<file path="config.mk">
export PLATFORM = sky130hd
export DESIGN_NAME = alu_mc_flat
export DESIGN_NICKNAME = d
export VERILOG_FILES = /design/src/rtl/alu_pkg.sv /design/src/rtl/alu_mc_if.sv /design/src/rtl/alu_mul_seq.sv /design/src/rtl/alu_mc.sv /design/src/flat_wrapper.sv
export SDC_FILE = /design/constraint.sdc
export NUM_CORES = 1
export LEC_CHECK = 0
export CAP_MARGIN = 20
export CORE_UTILIZATION = 38
export CTS_BUF_LIST = sky130_fd_sc_hd__clkbuf_8
export DETAILED_ROUTE_END_ITERATION = 8
export PLACE_DENSITY_LB_ADDON = 0.12
export SKIP_LAST_GASP = 1
export SYNTH_ARGS = -nofsm -noshare
export SYNTH_HDL_FRONTEND = slang
export SYNTH_SLANG_ARGS = --single-unit
</file>
<file path="constraint.sdc">
create_clock -name clk -period 7.73 [get_ports clk]
set_clock_uncertainty 0.15 [all_clocks]
set_input_delay 2.319 -clock clk [delete_from_list [all_inputs] [get_ports clk]]
set_output_delay 2.319 -clock clk [all_outputs]
set_load 0.01 [all_outputs]
</file>
<file path="src/rtl/alu_pkg.sv">
// alu_pkg -- shared definitions for the multi-cycle ALU slice.
//   op_e    : operation select encodings carried on sel[2:0]
//   state_e : control FSM states of alu_mc
package alu_pkg;

  typedef enum logic [2:0] {
    OP_ADD = 3'b000,
    OP_SUB = 3'b001,
    OP_AND = 3'b010,
    OP_OR  = 3'b011,
    OP_NOT = 3'b100,
    OP_SHL = 3'b101,
    OP_SHR = 3'b110,
    OP_MUL = 3'b111
  } op_e;

  typedef enum logic [1:0] {
    IDLE = 2'd0,
    BUSY = 2'd1,
    DONE = 2'd2
  } state_e;

endpackage

</file>
<file path="src/rtl/alu_mc_if.sv">
// alu_mc_if -- request/response bundle of the multi-cycle ALU.
//   request : in_valid/in_ready handshake carrying opA, opB, sel
//   response: out_valid/out_ready handshake carrying res and flags z/c/v
//   master  : requester/consumer side, slave : the ALU
interface alu_mc_if #(
  parameter int WIDTH = 32
);
  logic             in_valid;
  logic             in_ready;
  logic [WIDTH-1:0] opA;
  logic [WIDTH-1:0] opB;
  logic [2:0]       sel;
  logic             out_valid;
  logic             out_ready;
  logic [WIDTH-1:0] res;
  logic             z;
  logic             c;
  logic             v;

  modport master (
    output in_valid, opA, opB, sel, out_ready,
    input  in_ready, out_valid, res, z, c, v
  );

  modport slave (
    input  in_valid, opA, opB, sel, out_ready,
    output in_ready, out_valid, res, z, c, v
  );
endinterface

</file>
<file path="src/rtl/alu_mul_seq.sv">
// alu_mul_seq -- iterative unsigned shift-add multiplier, one partial
// product per cycle.
//   clk, rst : clock, synchronous active-high reset (clears all state)
//   start    : load a/b and begin; must only pulse while idle
//   a, b     : multiplicand, multiplier (sampled on start)
//   done     : high during the final step; prod is the full product then
//   prod     : accumulator value after the current step (2*WIDTH bits)
module alu_mul_seq #(
  parameter int WIDTH = 32
) (
  input  logic               clk,
  input  logic               rst,
  input  logic               start,
  input  logic [WIDTH-1:0]   a,
  input  logic [WIDTH-1:0]   b,
  output logic               done,
  output logic [2*WIDTH-1:0] prod
);
  localparam int CW = $clog2(WIDTH);

  logic               busy;
  logic [CW-1:0]      cnt;
  logic [2*WIDTH-1:0] acc;
  logic [2*WIDTH-1:0] mcand;
  logic [WIDTH-1:0]   mplier;

  // prod is the post-step value so the consumer can capture the final
  // product on the same edge that retires the last step.
  assign prod = acc + (mplier[0] ? mcand : '0);
  assign done = busy && (cnt == CW'(WIDTH - 1));

  always_ff @(posedge clk) begin
    if (rst) begin
      busy   <= 1'b0;
      cnt    <= '0;
      acc    <= '0;
      mcand  <= '0;
      mplier <= '0;
    end else if (start) begin
      busy   <= 1'b1;
      cnt    <= '0;
      acc    <= '0;
      mcand  <= {{WIDTH{1'b0}}, a};
      mplier <= b;
    end else if (busy) begin
      acc    <= prod;
      mcand  <= mcand << 1;
      mplier <= mplier >> 1;
      cnt    <= cnt + 1'b1;
      if (done) busy <= 1'b0;
    end
  end

endmodule

</file>
<file path="src/rtl/alu_mc.sv">
// alu_mc -- multi-cycle ALU with valid/ready handshakes on both sides.
//   clk, rst : clock, synchronous active-high reset (aborts any operation)
//   bus      : alu_mc_if slave port (request opA/opB/sel, response res/z/c/v)
// Single-cycle ops are computed combinationally and registered on the
// accept edge; OP_MUL runs the iterative multiplier for WIDTH cycles.
// Results are held in DONE until out_ready; only IDLE accepts requests.
module alu_mc
  import alu_pkg::*;
#(
  parameter int WIDTH = 32,
  parameter int SHW   = $clog2(WIDTH)
) (
  input  logic     clk,
  input  logic     rst,
  alu_mc_if.slave  bus
);

  state_e           state;
  logic             rdy_q;
  logic             ov_q;
  logic [WIDTH-1:0] res_q;
  logic             z_q, c_q, v_q;

  logic             accept;
  logic             mul_start;
  logic             mul_done;
  logic [2*WIDTH-1:0] mul_prod;

  logic [WIDTH-1:0] alu_res;
  logic             alu_c, alu_v;
  logic [WIDTH:0]   sum_x, shl_x, shr_x;
  logic [WIDTH-1:0] diff;
  logic [SHW-1:0]   n;

  assign bus.in_ready  = rdy_q;
  assign bus.out_valid = ov_q;
  assign bus.res       = res_q;
  assign bus.z         = z_q;
  assign bus.c         = c_q;
  assign bus.v         = v_q;

  assign accept    = bus.in_valid && rdy_q;
  assign mul_start = accept && (op_e'(bus.sel) == OP_MUL);

  assign n     = bus.opB[SHW-1:0];
  assign sum_x = {1'b0, bus.opA} + {1'b0, bus.opB};
  assign diff  = bus.opA - bus.opB;
  // Bit WIDTH of the left-extended shift, and bit 0 of the right-extended
  // shift, hold the last bit shifted out (0 when n==0).
  assign shl_x = {1'b0, bus.opA} << n;
  assign shr_x = {bus.opA, 1'b0} >> n;

  always_comb begin
    alu_res = '0;
    alu_c   = 1'b0;
    alu_v   = 1'b0;
    case (op_e'(bus.sel))
      OP_ADD: begin
        alu_res = sum_x[WIDTH-1:0];
        alu_c   = sum_x[WIDTH];
        alu_v   = (bus.opA[WIDTH-1] == bus.opB[WIDTH-1]) &&
                  (sum_x[WIDTH-1] != bus.opA[WIDTH-1]);
      end
      OP_SUB: begin
        alu_res = diff;
        alu_c   = bus.opA < bus.opB;
        alu_v   = (bus.opA[WIDTH-1] != bus.opB[WIDTH-1]) &&
                  (diff[WIDTH-1] != bus.opA[WIDTH-1]);
      end
      OP_AND: alu_res = bus.opA & bus.opB;
      OP_OR:  alu_res = bus.opA | bus.opB;
      OP_NOT: alu_res = ~bus.opA;
      OP_SHL: begin
        alu_res = shl_x[WIDTH-1:0];
        alu_c   = shl_x[WIDTH];
      end
      OP_SHR: begin
        alu_res = shr_x[WIDTH:1];
        alu_c   = shr_x[0];
      end
      default: ;
    endcase
  end

  alu_mul_seq #(.WIDTH(WIDTH)) u_mul (
    .clk   (clk),
    .rst   (rst),
    .start (mul_start),
    .a     (bus.opA),
    .b     (bus.opB),
    .done  (mul_done),
    .prod  (mul_prod)
  );

  always_ff @(posedge clk) begin
    if (rst) begin
      state <= IDLE;
      rdy_q <= 1'b1;
      ov_q  <= 1'b0;
      res_q <= '0;
      z_q   <= 1'b0;
      c_q   <= 1'b0;
      v_q   <= 1'b0;
    end else begin
      case (state)
        IDLE: if (accept) begin
          rdy_q <= 1'b0;
          if (op_e'(bus.sel) == OP_MUL) begin
            state <= BUSY;
          end else begin
            state <= DONE;
            ov_q  <= 1'b1;
            res_q <= alu_res;
            z_q   <= (alu_res == '0);
            c_q   <= alu_c;
            v_q   <= alu_v;
          end
        end
        BUSY: if (mul_done) begin
          state <= DONE;
          ov_q  <= 1'b1;
          res_q <= mul_prod[WIDTH-1:0];
          z_q   <= (mul_prod[WIDTH-1:0] == '0);
          c_q   <= |mul_prod[2*WIDTH-1:WIDTH];
          v_q   <= 1'b0;
        end
        DONE: if (bus.out_ready) begin
          // in_ready rises only after this edge, so no same-cycle accept.
          state <= IDLE;
          ov_q  <= 1'b0;
          rdy_q <= 1'b1;
        end
        default: begin
          state <= IDLE;
          rdy_q <= 1'b1;
          ov_q  <= 1'b0;
        end
      endcase
    end
  end

endmodule

</file>
<file path="src/flat_wrapper.sv">
// flat-port wrapper written by rule: the top's interface ports become plain ports
module alu_mc_flat import alu_pkg::*;
#(
  parameter int WIDTH = 32,
  parameter int SHW   = $clog2(WIDTH)
)
  (clk, rst, bus_in_valid, bus_opA, bus_opB, bus_sel, bus_out_ready, bus_in_ready, bus_out_valid, bus_res, bus_z, bus_c, bus_v);
  alu_mc_if #(.WIDTH(WIDTH)) bus_i ();
  input  logic clk;
  input  logic rst;
  input wire logic [$bits(bus_i.in_valid)-1:0] bus_in_valid;
  input wire logic [$bits(bus_i.opA)-1:0] bus_opA;
  input wire logic [$bits(bus_i.opB)-1:0] bus_opB;
  input wire logic [$bits(bus_i.sel)-1:0] bus_sel;
  input wire logic [$bits(bus_i.out_ready)-1:0] bus_out_ready;
  output wire logic [$bits(bus_i.in_ready)-1:0] bus_in_ready;
  output wire logic [$bits(bus_i.out_valid)-1:0] bus_out_valid;
  output wire logic [$bits(bus_i.res)-1:0] bus_res;
  output wire logic [$bits(bus_i.z)-1:0] bus_z;
  output wire logic [$bits(bus_i.c)-1:0] bus_c;
  output wire logic [$bits(bus_i.v)-1:0] bus_v;
  assign bus_i.in_valid = bus_in_valid;
  assign bus_i.opA = bus_opA;
  assign bus_i.opB = bus_opB;
  assign bus_i.sel = bus_sel;
  assign bus_i.out_ready = bus_out_ready;
  assign bus_in_ready = bus_i.in_ready;
  assign bus_out_valid = bus_i.out_valid;
  assign bus_res = bus_i.res;
  assign bus_z = bus_i.z;
  assign bus_c = bus_i.c;
  assign bus_v = bus_i.v;
  alu_mc #(.WIDTH(WIDTH), .SHW(SHW)) u_core (.clk(clk), .rst(rst), .bus(bus_i));
endmodule
</file>
==> metrics.csv <==
stage;metric;value;unit
outcome;status;finished, final reports clean;
synthesis;synthFlopType;dfxtp_1;
setup_path;required;8110;ps
placement;placed_cell_area;0.0237;mm^2
synthesis;synthTopCellsByArea;dfxtp_1 (19%), ha_1 (9.7%), mux2i_1 (7.9%), nor2_1 (6.2%), a21oi_1 (5.0%);
grt;grt_pass1_wl;148000;um
synthesis;synth_edf_count;0;
final_layout;area.growth.synth_to_final;11.5;%
grt;grt_pass1_vias;22600;
floorplan;start_util;38.7;%
grt;grt_max_degree;94;
setup_path;r2r_setup_slack;2240;ps
synthesis;synth_area_per_cell;7.63;um^2
final_layout;drive_above_1_share;8.22;%
synthesis;synth-compound-area-share;27.6;%
clocking;post-cts-setup-buffer-count;0;
power_and_ir_drop;power_density;134;mW/mm^2
sta;finalHoldViolCount;0;
final_layout;num-fill-cells;5843;
synthesis;synthTopCellsByCount;nor2_1 (360), a21oi_1 (220), dfxtp_1 (205), mux2i_1 (174), ha_1 (171);
final_layout;regArea;0.00411;mm^2
final_layout;final_nets;3135;
synthesis;synth_top_family_by_area;compound AO/OA/AOI/OAI gates;
setup_path;crit_fanout;13;
clocking;cts_resized;0;
flow_run;cap_viol_max_count;0;
sta;slew_violations;0;
floorplan;core.rowCount;87;
synthesis;ys_ff_latch;205;
synthesis;ys_types;90;
setup_path;cp_slowest_stage_delay;590;ps
clocking;cts_max_level;2;
clocking;ctsHoldBuffers;0;
sta;setup_violations;0;
setup_path;worst-path-buf-inv;2;
placement;dpl_worst_slack;593;ps
synthesis;synthMuxAreaShare;13.7;%
synthesis;synth_most_common_cell;nor2_1;
route;drcViolationCount;0;
route;via_per_inst;6.40;
final_layout;stdcell_count;3676;
hold_path;hold_path_class;reg2reg;
route;wl;98900;um
synthesis;synth_nets;3123;
clocking;cts_buffers;41;
placement;gp_congestion;1.03;
final_layout;fin_util;43.2;%
synthesis;synth_simple_gate_area_share;21.1;%
setup_path;slowest_stage;clkdlybuf4s50_1;
final_layout;multi_input_area;0.0165;mm^2
synthesis;yosysSeqAreaShare;18.7;%
synthesis;yosys_warnings;0;
setup_path;path_delay_family;compound AO/OA/AOI/OAI gates;
synthesis;synth-async-reset-ratio;0;%
clocking;clk_latency;620;ps
setup_path;cp_common_cell;nor4_1;
sta;period_share;86.2;%
sta;fin_ws;1070;ps
synthesis;synthCells;2878;
power_and_ir_drop;p_total;3.29;mW
grt;grt_overflow_total;0;
grt;grt_util_all_layers;32.7;%
power_and_ir_drop;vdd_ir_drop_max;0.000116;V
synthesis;netlist_area;0.0220;mm^2
placement;place_inst;3603;
clocking;path_clk_slew;60;ps
floorplan;die_area;0.0587;mm^2
floorplan;io_pins;108;
route;wl_per_cell;26.9;um
sta;relSlewSlack;28.6;%
synthesis;synthAdderAreaFrac;10.0;%
floorplan;dieHeight;242;um
route;drtPass1Iterations;7;
setup_path;path_class;in2reg;
sta;holdWs;321;ps
synthesis;yosys.area.top_type_share;18.7;%
sta;min_period;6660;ps
clocking;clockBufferDepth;3;
sta;max_freq;150;MHz
setup_path;crit_arrival;7040;ps
power_and_ir_drop;power.leakage;9.55;nW
route;ant_nets;0;
synthesis;synth_xor_area_share;2.55;%
placement;portBuffers;107;
setup_path;cp-end-kind;flip-flop;
clocking;clock-sinks;205;
synthesis;synth_area_leader_cell;dfxtp_1;
clocking;cts_tree;built;
final_layout;final_cell_area;0.0245;mm^2
sta;worst_pin_slew;1070;ps
floorplan;die_x;242;um
sta;rsz0062_at_grt;no;
placement;hpwl;76200;um
route;vias;23500;
floorplan;design.core.area;0.0567;mm^2
route;drt_iter0_drc;2554;
setup_path;worst_setup_path_start_kind;primary input;
grt;antenna_found_initial;3;
setup_path;crit_chain;clkdlybuf4s50_1 > inv_1 > ha_1 > a21oi_1 > nor3_1 > o31ai_1 > o21ai_0 > a2111oi_0 > o211ai_1 > nor4_1 > nand4_1 > nor4_1 > nand4bb_1 > o41ai_2;
sta;finalSetupTns;0;ps
clocking;clockRootBuffer;clkbuf_8;
==> registers in the layout, indices dropped and copies added, names as in the netlist, 2 cells and up <==
signal / flops
u_core.u_mul.mcand: 64
u_core.u_mul.mplier: 32
u_core.state: 2
u_core.u_mul.cnt: 5
u_core.bus.res: 32
u_core.u_mul.acc: 64
==> worst paths after layout <==
| kind | from | endpoint | cells past startpoint |
|---|---|---|---|
| hold reg to reg | u_core.u_mul.acc[47] | u_core.u_mul.acc[47] | 2 |
| setup reg to reg | u_core.u_mul.mplier[0] | u_core.bus.z | 14 |
| hold / removal | u_core.u_mul.acc[47] | u_core.u_mul.acc[47] | 2 |
| setup / recovery | bus_opB[10] | u_core.bus.z | 14 |
==> worst register-to-register path, stage by stage (launching register included) <==
cell and delay (ps):
dfxtp_1 900, buf_4 360, and2_1 160, ha_1 240
a21oi_1 140, o21ai_0 430, a211oi_1 150, o221ai_1 830
nor2_1 160, xnor2_1 270, or4_1 590, or4b_1 510
nor4_1 320, o21bai_1 150, o41ai_2 70
==> final cells by class <==
type                            instances  area share, %
Timing Repair Buffer                  187           6.79
Sequential cell                       205           16.8
Antenna cell                            1         0.0102
Inverter                              129           1.98
Tap cell                              756           3.86
Multi-Input combinational cell       2326           67.3
Clock buffer                           49           2.75
Clock inverter                         23          0.526
==> metal layers <==
layer / up-vias / track usage, % / part of all wire [%]
li1: 10700 / - / -
met2: 1065 / 51.6 / 45
met5: - / 0 / 0
met1: 11500 / 44.5 / 44
met4: 0 / 12.5 / 4.0
met3: 190 / 5.23 / 7.5
==> cells by family after synthesis <==
logic type,count (synthesis)
AND/OR/NAND/NOR,957
adder cells (fa/ha/maj),174
buffers and inverters,347
multiplexers,240
AO/OA/AOI/OAI,891
flip-flops,205
XOR/XNOR,64
==> placed cells by master, fill, tap and decap left out, drive strengths merged, types with 39 or more instances in the layout <==
cell and n:
dfxtp 205, and2 79, nor3 64, nand4 44, nand3 56, o21ai 121
inv 139, a21oi 220, nand2 166, a22oi 46, mux4 44, xnor2 39
clkbuf 49, a211oi 116, buf 86, clkdlybuf4s50 101, mux2i 174, a21o 50
nor2 360, ha 171
==> power by group <==
group	leakage [nW]	switching [mW]	internal (mW)	total, mW
Clock	0.463	0.519	0.606	1.13
Sequential	1.66	0.0290	1.09	1.12
Combinational	7.42	0.683	0.369	1.05
Total	9.55	1.23	2.06	3.29
Note: power is estimated with default switching activity, not from simulation.
